### config.mk
export PLATFORM = sky130hd
export DESIGN_NAME = imem_dmem_port_arbiter_flat
export DESIGN_NICKNAME = d
export VERILOG_FILES = /design/src/rtl/imem_dmem_port_arbiter_if.sv /design/src/rtl/imem_dmem_port_arbiter.sv /design/src/flat_wrapper.sv
export SDC_FILE = /design/constraint.sdc
export NUM_CORES = 1
export LEC_CHECK = 0
export BUFFER_PORTS_ARGS = -buffer_cell sky130_fd_sc_hd__buf_4
export CORE_AREA = 2 2 79 81
export CTS_BUF_LIST = sky130_fd_sc_hd__clkbuf_8
export CTS_CLUSTER_DIAMETER = 120
export DETAILED_ROUTE_END_ITERATION = 12
export DIE_AREA = 0 0 81 83
export MAX_ROUTING_LAYER = met4
export PLACE_DENSITY = 0.66
export SETUP_SLACK_MARGIN = 0.1
export SYNTH_ARGS = -nofsm -noshare
export SYNTH_HDL_FRONTEND = slang
export SYNTH_SLANG_ARGS = --single-unit
export TNS_END_PERCENT = 20
### constraint.sdc
create_clock -name clk -period 1.7 [get_ports clk]
set_clock_uncertainty 0.2 [all_clocks]
set_input_delay 0.34 -clock clk [delete_from_list [all_inputs] [get_ports clk]]
set_output_delay 0.34 -clock clk [all_outputs]
set_load 0.02 [all_outputs]
### src/rtl/imem_dmem_port_arbiter_if.sv
// Bus bundle between the pipeline (fetch and mem stages), the arbiter and the
// unified single-port memory. The arbiter takes the slave view; the pipeline
// and memory side (or a testbench standing in for them) takes the master view.
interface imem_dmem_port_arbiter_if #(
  parameter int AW = 10,
  parameter int DW = 32
);
  logic          i_req;
  logic [AW-1:0] i_addr;
  logic          i_flush;
  logic          i_gnt;
  logic          i_rvalid;
  logic [DW-1:0] i_rdata;

  logic          d_req;
  logic          d_we;
  logic [AW-1:0] d_addr;
  logic [DW-1:0] d_wdata;
  logic          d_gnt;
  logic          d_rvalid;
  logic [DW-1:0] d_rdata;

  logic          mem_en;
  logic          mem_we;
  logic [AW-1:0] mem_addr;
  logic [DW-1:0] mem_wdata;
  logic [DW-1:0] mem_rdata;

  modport slave (
    input  i_req, i_addr, i_flush,
    output i_gnt, i_rvalid, i_rdata,
    input  d_req, d_we, d_addr, d_wdata,
    output d_gnt, d_rvalid, d_rdata,
    output mem_en, mem_we, mem_addr, mem_wdata,
    input  mem_rdata
  );

  modport master (
    output i_req, i_addr, i_flush,
    input  i_gnt, i_rvalid, i_rdata,
    output d_req, d_we, d_addr, d_wdata,
    input  d_gnt, d_rvalid, d_rdata,
    input  mem_en, mem_we, mem_addr, mem_wdata,
    output mem_rdata
  );
endinterface

### src/rtl/imem_dmem_port_arbiter.sv
// Single-port memory arbiter between instruction fetch and data access.
// Data port has fixed priority; a pending fetch that has lost MAX_WAIT
// consecutive conflicts is forced through. Read data returns one cycle after
// grant, tagged by a registered owner state.
// Optional macro ARB_STATS_EN adds saturating conflict / forced-grant counters.
//
// state    | meaning
// OWN_NONE | no read response due next cycle (idle, store, flushed fetch)
// OWN_RD_I | fetch read granted last cycle; next cycle drives i_rvalid
// OWN_RD_D | data load granted last cycle; next cycle drives d_rvalid
module imem_dmem_port_arbiter #(
  parameter int AW       = 10,
  parameter int DW       = 32,
  parameter int MAX_WAIT = 4,
  parameter int WCW      = 3
) (
  input  logic clk,
  input  logic rst_n,
  imem_dmem_port_arbiter_if.slave bus
`ifdef ARB_STATS_EN
  ,
  output logic [15:0] stat_conflict,
  output logic [15:0] stat_forced
`endif
);

  typedef enum logic [1:0] {
    OWN_NONE = 2'd0,
    OWN_RD_I = 2'd1,
    OWN_RD_D = 2'd2
  } owner_e;

  localparam logic [WCW-1:0] MAX_WAIT_W = WCW'(MAX_WAIT);

  owner_e         owner_q, owner_d;
  logic [WCW-1:0] wait_cnt_q, wait_cnt_d;
  logic           starve;
  logic           i_gnt_w, d_gnt_w;

  // State register: owner tag and fetch wait counter.
  always_ff @(posedge clk or negedge rst_n) begin
    if (!rst_n) begin
      owner_q    <= OWN_NONE;
      wait_cnt_q <= '0;
    end else begin
      owner_q    <= owner_d;
      wait_cnt_q <= wait_cnt_d;
    end
  end

  // Grant decision, memory mux, next owner / wait count and response outputs.
  always_comb begin
    starve         = (wait_cnt_q >= MAX_WAIT_W);
    i_gnt_w        = bus.i_req & (~bus.d_req | starve);
    d_gnt_w        = bus.d_req & ~i_gnt_w;

    bus.i_gnt      = i_gnt_w;
    bus.d_gnt      = d_gnt_w;
    bus.mem_en     = i_gnt_w | d_gnt_w;
    bus.mem_we     = d_gnt_w & bus.d_we;
    bus.mem_addr   = '0;
    bus.mem_wdata  = '0;
    if (d_gnt_w) begin
      bus.mem_addr  = bus.d_addr;
      bus.mem_wdata = bus.d_wdata;
    end else if (i_gnt_w) begin
      bus.mem_addr  = bus.i_addr;
    end

    // A fetch that is waiting but not served ages toward the forced grant.
    wait_cnt_d = wait_cnt_q;
    if (!bus.i_req || i_gnt_w) begin
      wait_cnt_d = '0;
    end else if (wait_cnt_q < MAX_WAIT_W) begin
      wait_cnt_d = wait_cnt_q + WCW'(1);
    end

    owner_d = OWN_NONE;
    if (i_gnt_w && !bus.i_flush) begin
      owner_d = OWN_RD_I;
    end else if (d_gnt_w && !bus.d_we) begin
      owner_d = OWN_RD_D;
    end

    bus.i_rvalid = (owner_q == OWN_RD_I);
    bus.d_rvalid = (owner_q == OWN_RD_D);
    bus.i_rdata  = bus.mem_rdata;
    bus.d_rdata  = bus.mem_rdata;
  end

`ifdef ARB_STATS_EN
  logic [15:0] stat_conflict_q, stat_forced_q;

  // Saturating counters: conflict cycles and starvation-forced fetch grants.
  always_ff @(posedge clk or negedge rst_n) begin
    if (!rst_n) begin
      stat_conflict_q <= '0;
      stat_forced_q   <= '0;
    end else begin
      if (bus.i_req && bus.d_req && stat_conflict_q != 16'hFFFF) begin
        stat_conflict_q <= stat_conflict_q + 16'd1;
      end
      if (i_gnt_w && bus.d_req && stat_forced_q != 16'hFFFF) begin
        stat_forced_q <= stat_forced_q + 16'd1;
      end
    end
  end

  assign stat_conflict = stat_conflict_q;
  assign stat_forced   = stat_forced_q;
`endif

endmodule

### src/flat_wrapper.sv
// flat-port wrapper written by rule: the top's interface ports become plain ports
module imem_dmem_port_arbiter_flat 
#(
  parameter int AW       = 10,
  parameter int DW       = 32,
  parameter int MAX_WAIT = 4,
  parameter int WCW      = 3
)
  (clk, rst_n, bus_i_req, bus_i_addr, bus_i_flush, bus_i_gnt, bus_i_rvalid, bus_i_rdata, bus_d_req, bus_d_we, bus_d_addr, bus_d_wdata, bus_d_gnt, bus_d_rvalid, bus_d_rdata, bus_mem_en, bus_mem_we, bus_mem_addr, bus_mem_wdata, bus_mem_rdata);
  imem_dmem_port_arbiter_if #(.AW(AW), .DW(DW)) bus_i ();
  input  logic clk;
  input  logic rst_n;
  input wire logic [$bits(bus_i.i_req)-1:0] bus_i_req;
  input wire logic [$bits(bus_i.i_addr)-1:0] bus_i_addr;
  input wire logic [$bits(bus_i.i_flush)-1:0] bus_i_flush;
  output wire logic [$bits(bus_i.i_gnt)-1:0] bus_i_gnt;
  output wire logic [$bits(bus_i.i_rvalid)-1:0] bus_i_rvalid;
  output wire logic [$bits(bus_i.i_rdata)-1:0] bus_i_rdata;
  input wire logic [$bits(bus_i.d_req)-1:0] bus_d_req;
  input wire logic [$bits(bus_i.d_we)-1:0] bus_d_we;
  input wire logic [$bits(bus_i.d_addr)-1:0] bus_d_addr;
  input wire logic [$bits(bus_i.d_wdata)-1:0] bus_d_wdata;
  output wire logic [$bits(bus_i.d_gnt)-1:0] bus_d_gnt;
  output wire logic [$bits(bus_i.d_rvalid)-1:0] bus_d_rvalid;
  output wire logic [$bits(bus_i.d_rdata)-1:0] bus_d_rdata;
  output wire logic [$bits(bus_i.mem_en)-1:0] bus_mem_en;
  output wire logic [$bits(bus_i.mem_we)-1:0] bus_mem_we;
  output wire logic [$bits(bus_i.mem_addr)-1:0] bus_mem_addr;
  output wire logic [$bits(bus_i.mem_wdata)-1:0] bus_mem_wdata;
  input wire logic [$bits(bus_i.mem_rdata)-1:0] bus_mem_rdata;
  assign bus_i.i_req = bus_i_req;
  assign bus_i.i_addr = bus_i_addr;
  assign bus_i.i_flush = bus_i_flush;
  assign bus_i_gnt = bus_i.i_gnt;
  assign bus_i_rvalid = bus_i.i_rvalid;
  assign bus_i_rdata = bus_i.i_rdata;
  assign bus_i.d_req = bus_d_req;
  assign bus_i.d_we = bus_d_we;
  assign bus_i.d_addr = bus_d_addr;
  assign bus_i.d_wdata = bus_d_wdata;
  assign bus_d_gnt = bus_i.d_gnt;
  assign bus_d_rvalid = bus_i.d_rvalid;
  assign bus_d_rdata = bus_i.d_rdata;
  assign bus_mem_en = bus_i.mem_en;
  assign bus_mem_we = bus_i.mem_we;
  assign bus_mem_addr = bus_i.mem_addr;
  assign bus_mem_wdata = bus_i.mem_wdata;
  assign bus_i.mem_rdata = bus_mem_rdata;
  imem_dmem_port_arbiter #(.AW(AW), .DW(DW), .MAX_WAIT(MAX_WAIT), .WCW(WCW)) u_core (.clk(clk), .rst_n(rst_n), .bus(bus_i));
endmodule
# Yosys cells after proc, flatten, opt, wreduce, memory -nomap -nowiden
# Index checks and enable logic that the tools add are counted.
classes:
  order_cmp: 2
  mux: 7
  n_reduce_logical: 7
  n_addsub: 1
  n_eq_ne: 2
  bitwise: 7
op_table:
  columns: ["operator", "count"]
  rows:
  - ["32-bit two-way mux", 1]
  - ["10-bit two-way mux", 2]
  - ["3-bit two-way mux", 2]
  - ["2-bit two-way mux", 2]
  - ["3-bit by 1-bit adder with 3-bit output, second input constant", 1]
  - ["1-bit bitwise AND", 3]
  - ["3-bit greater-or-equal comparator, second input constant", 1]
  - ["1-bit zero test", 3]
  - ["3-bit less-than comparator, second input constant", 1]
  - ["2-bit by 1-bit == test with 1-bit output, second input constant", 1]
  - ["2-bit == test, second input constant", 1]
  - ["1-bit logical AND", 2]
  - ["1-bit inverter", 2]
  - ["1-bit bitwise OR", 2]
  - ["2-bit nonzero test", 1]
  - ["1-bit logical OR", 1]
word_totals:
  wordCells: 28
  regBits: 5
  input_bits: 90
  output_inout_bits: 112

# Depth between registers and ports, before layout
depth:
  depth_word: 8
  depth_mapped: 3
  depth_no_buf: 2

# Least setup slack after synthesis
# OpenSTA, ideal clock, no wires.
synth_timing:
  path_kind: "register to output"
  start: "register u_core.wait_cnt_q[2]"
  end: "output bus_mem_wdata[17]"
  path_stages_with_launch: 4
  n_path_buf: 1
  required_ns: 1.160
  slack_ns: 0.016
  arrival_ns: 1.144
  path_cell_list: "dfrtp_1 > a21boi_4 > buf_2 > and2_1"
synth_between:
  elab_chain_cells: 6
synth_lines:
  columns: ["item", "line", "source"]
  rows:
  - ["start, declared", "imem_dmem_port_arbiter.sv:36", "logic [WCW-1:0] wait_cnt_q, wait_cnt_d;"]
  - ["start signal, assigned", "imem_dmem_port_arbiter.sv:47", "wait_cnt_q <= wait_cnt_d;"]
  - ["3-bit greater-or-equal comparator", "imem_dmem_port_arbiter.sv:53", "starve = (wait_cnt_q >= MAX_WAIT_W);"]
  - ["1-bit bitwise OR", "imem_dmem_port_arbiter.sv:54", "i_gnt_w = bus.i_req & (~bus.d_req | starve);"]
  - ["1-bit bitwise AND", "imem_dmem_port_arbiter.sv:54", null]
  - ["1-bit inverter", "imem_dmem_port_arbiter.sv:55", "d_gnt_w = bus.d_req & ~i_gnt_w;"]
  - ["1-bit bitwise AND", "imem_dmem_port_arbiter.sv:55", null]
  - ["named net bus_d_gnt", "flat_wrapper.sv:23", "output wire logic [$bits(bus_i.d_gnt)-1:0] bus_d_gnt;"]
  - ["32-bit two-way mux", "imem_dmem_port_arbiter.sv:63", "if (d_gnt_w) begin"]
  - ["end, declared", "flat_wrapper.sv:29", "output wire logic [$bits(bus_i.mem_wdata)-1:0] bus_mem_wdata;"]
# The timed path passes the listed nets, and every way through them passes these cells.

# Worst setup path in the final report
layout_timing:
  start: "register u_core.wait_cnt_q[2]"
  end: "output bus_mem_addr[4]"
layout_between:
  elab_chain_cells: 6
  elab_cells_between_ends: 7
  classes_between: "order compare: 1; mux: 2; bitwise: 4"
layout_lines:
  columns: ["item", "line", "source"]
  rows:
  - ["3-bit greater-or-equal comparator *", "imem_dmem_port_arbiter.sv:53", null]
  - ["1-bit bitwise OR *", "imem_dmem_port_arbiter.sv:54", null]
  - ["1-bit bitwise AND *", "imem_dmem_port_arbiter.sv:54", null]
  - ["1-bit inverter", "imem_dmem_port_arbiter.sv:55", null]
  - ["1-bit bitwise AND", "imem_dmem_port_arbiter.sv:55", null]
  - ["10-bit two-way mux *", "imem_dmem_port_arbiter.sv:63", null]
  - ["end, declared", "flat_wrapper.sv:28", "output wire logic [$bits(bus_i.mem_addr)-1:0] bus_mem_addr;"]
# Every way passes the cells marked *; elsewhere a longest branch is shown, timed or not.

==> impl_results.rst <==
.. list-table::
   :header-rows: 1

   * - Metric
     - Value
   * - CTS clock-pin slew for the worst setup and hold paths
     - approximately 30 ps
   * - Sequential power share
     - around 16%
   * - Final period util
     - 110%
   * - Share of total power consumed by net switching
     - approximately 30%
   * - Data arrival time of the critical path
     - ~1300 ps
   * - Net load switching power
     - about 0.00023 W
   * - Final weighted congestion in routability-driven placement
     - ~0.66
   * - First DRT Iteration DRCs
     - 26
   * - Non-Filler Instances
     - ~250
   * - Die Width
     - around 80 µm
   * - Sum Neg Setup Slack
     - -5950 ps
   * - Distinct cell type count after synthesis
     - 14
   * - Data required time at the worst endpoint
     - ~1200 ps
   * - Pins Over Slew Limit
     - 0
   * - Commonest cells after routing, fill and taps aside
     - 64 x buf_4, 44 x buf_6, 23 x and2_1
   * - Internal power consumption
     - 0.000535 W
   * - Detailed-placement wirelength estimate
     - 2630 µm
   * - Post-detailed-route via-to-cell ratio
     - around 3.9
   * - Synth warn
     - 0
   * - Via count
     - slightly below 1,000
   * - Final hold slack
     - a little under 90 ps
   * - Kind of start point of the critical path
     - flop
   * - Reported max-cap violation count
     - 0
   * - Remaining routing DRC violations
     - 0
   * - Total of flip-flops plus latches after synthesis
     - 5
   * - Number of sinks handled by clock tree synthesis
     - 5
   * - Clock latency on the worst-skew pair
     - 210 ps
   * - Maximum level of the CTS H-tree
     - 1
   * - Type of the worst setup path
     - reg2out
   * - Height of the chip
     - 83 µm
   * - Most frequent standard cell in the layout excluding fill and tap cells
     - buf_4
   * - Global-route wire length before repair
     - ~4900 µm
   * - Result of the run
     - finished, violations left
   * - Placed Cells
     - approximately 250
   * - Share of post-route cells with drive strength above 1
     - 74.4%
   * - TritonRoute pass-1 iters
     - 4
   * - Final worst path period need
     - ~1900 ps
   * - CP Max Fanout
     - 12
   * - Post-Synthesis Net Count
     - ~220
   * - Antenna cell count
     - 0
   * - Final Hold Vio Count
     - 0
   * - Max clock buf depth
     - 2
   * - Std cell rows
     - 28
   * - Unrepaired setup endpoints after global routing
     - yes
   * - Drt total wl
     - 3090 µm
   * - Endpoint type of the worst setup path
     - primary output
   * - Final setup margin
     - -164 ps
   * - Area growth from synthesis to final layout
     - 65.0%
   * - Count of final setup violators
     - between 40 and 50
   * - Routed wirelength normalized by instance count
     - ~12 µm
   * - Antenna violations before repair
     - 0
   * - Static Leakage
     - about 0.88 nW
   * - Share of total power in the clock network
     - a little over a quarter
   * - Logic gate share of total power
     - about 57%
   * - Violated checks
     - negative setup slack
   * - Number of stages on the worst hold path
     - 2
   * - Gr usage total
     - a little under a tenth
   * - Cells after synthesis
     - around 130
   * - GR Overflow Total
     - 0
   * - Synthesized area
     - roughly 1000 µm²
   * - Residual antenna-violating net count after detailed routing
     - 0
   * - Count of boundary I/O pins
     - 202
   * - Transition time of the tightest slew-check pin
     - 165 ps
   * - Clock buffer count from CTS
     - 3
   * - Post-CTS Setup Bufs
     - 0
   * - Power Total
     - approximately 0.00077 W
   * - Sequential element share of the synthesized area
     - about an eighth
   * - Power per cell area
     - between 400 and 500 nW/µm²
   * - Input/output buffers
     - between 100 and 150
   * - Post-layout nets
     - roughly 270
   * - Avg Cell Area, Syn
     - about 8.0 µm²
   * - Relative slew margins
     - about nine tenths
   * - Area of the die
     - 6720 µm²
   * - Maximum number of pins on one net before global-route repair
     - 28
   * - Placeable core region
     - 5820 µm²
   * - Clock Tree Root
     - clkbuf_8
   * - Initial core utilization
     - between 10% and 20%
   * - Tightest Hold Check Type
     - in2reg
   * - Maximum ir drop on the vdd rail
     - between 0.15 and 0.2 mV
   * - Fmax achieved
     - approximately 540 MHz
   * - Clock tree from TritonCTS
     - done
   * - Vias in the first global route
     - between 1,000 and 1,500
   * - Logic depth of the worst register-to-register path
     - 3
-- cells in the mapped netlist --
cell type   n  area, µm²
nor2b_1     3       18.8
or2_2       1       6.26
nor3b_1     2       15.0
buf_2       6       30.0
a32o_1     10        100
a21boi_4    1       18.8
buf_4      64        480
nor3_1      1       5.00
nand2b_1    1       6.26
dfrtp_1     5        125
and2_1     34        213
ha_1        1       12.5
nand2_1     1       3.75
and3b_1     1       8.76
-- worst paths after layout --
path	start	endpoint	slack (ps)
setup / recovery	u_core.wait_cnt_q[2]	bus_mem_addr[4]	-160
min in group asynchronous	rst_n	u_core.owner_q[1]	270
max in group asynchronous	rst_n	u_core.wait_cnt_q[1]	920
hold / removal	bus_d_we	u_core.owner_q[1]	90
hold reg to reg	u_core.wait_cnt_q[0]	u_core.wait_cnt_q[0]	230
setup reg to reg	u_core.wait_cnt_q[2]	u_core.owner_q[1]	480
-- worst max-delay path, stage by stage, from the launching register on --
cell and delay (ps):
dfrtp_1 410, nand2b_4 160, buf_8 140, a32o_1 270, buf_6 130
-- cell type report --
cell class / count / area [µm²]
fillers: 640 / 4090
repair buffers: 111 / 1020
multi-input cells: 56 / 437
flip-flops and latches: 5 / 125
well taps: 75 / 93.8
clock buffers: 3 / 41.3
clock inverters: 1 / 3.75
-- state kept, by name (all words and copies together), names as in the netlist --
name,flops
u_core.wait_cnt_q,3
u_core.owner_q,2
-- cells by family after synthesis --
kind of cell,after synthesis,synth area share [%]
AOI/OAI and AO/OA,11,11.4
adders and majority gates,1,1.20
buffers and inverters,70,48.9
DFF,5,12.0
and+or+nand+nor,44,26.5
-- routing by layer --
layer	vias up	wire, µm	global-route usage, %
met2	74	1650	16.1
met1	431	983	9.08
met5	-	0	-
met4	0	80	3.39
li1	451	-	-
met3	19	370	4.02
-- power groups by stage --
stage	Sequential, W	Combinational (W)	Clock [W]
2_1_floorplan	0.000127	0.000386	0
3_3_place_gp	0.000127	0.000382	0
3_5_place_dp	0.000127	0.000384	0
4_1_cts	0.000126	0.000440	0.000210
5_1_grt	0.000127	0.000467	0.000220
6_report	0.000126	0.000438	0.000204
-- timing repair --
item                                    4_1_cts  5_1_grt
resized for setup                            47        6
endpoints found under the setup margin       45       45
pin swaps                                     3        2
hold buffers                                  1        0
endpoints found under the hold margin         5        0
-- per-stage QoR --
stage                     utilization (%)  worst slack, ps  area, µm²
final                                29.6             -164       1720
after global routing                 29.6             -229       1720
after CTS                            29.4             -182       1710
after detailed placement             25.4            -1.63       1480
after global placement               25.4             21.6       1480
after floorplan                         -             64.7       1060
Power figures use the tool's default switching activity.
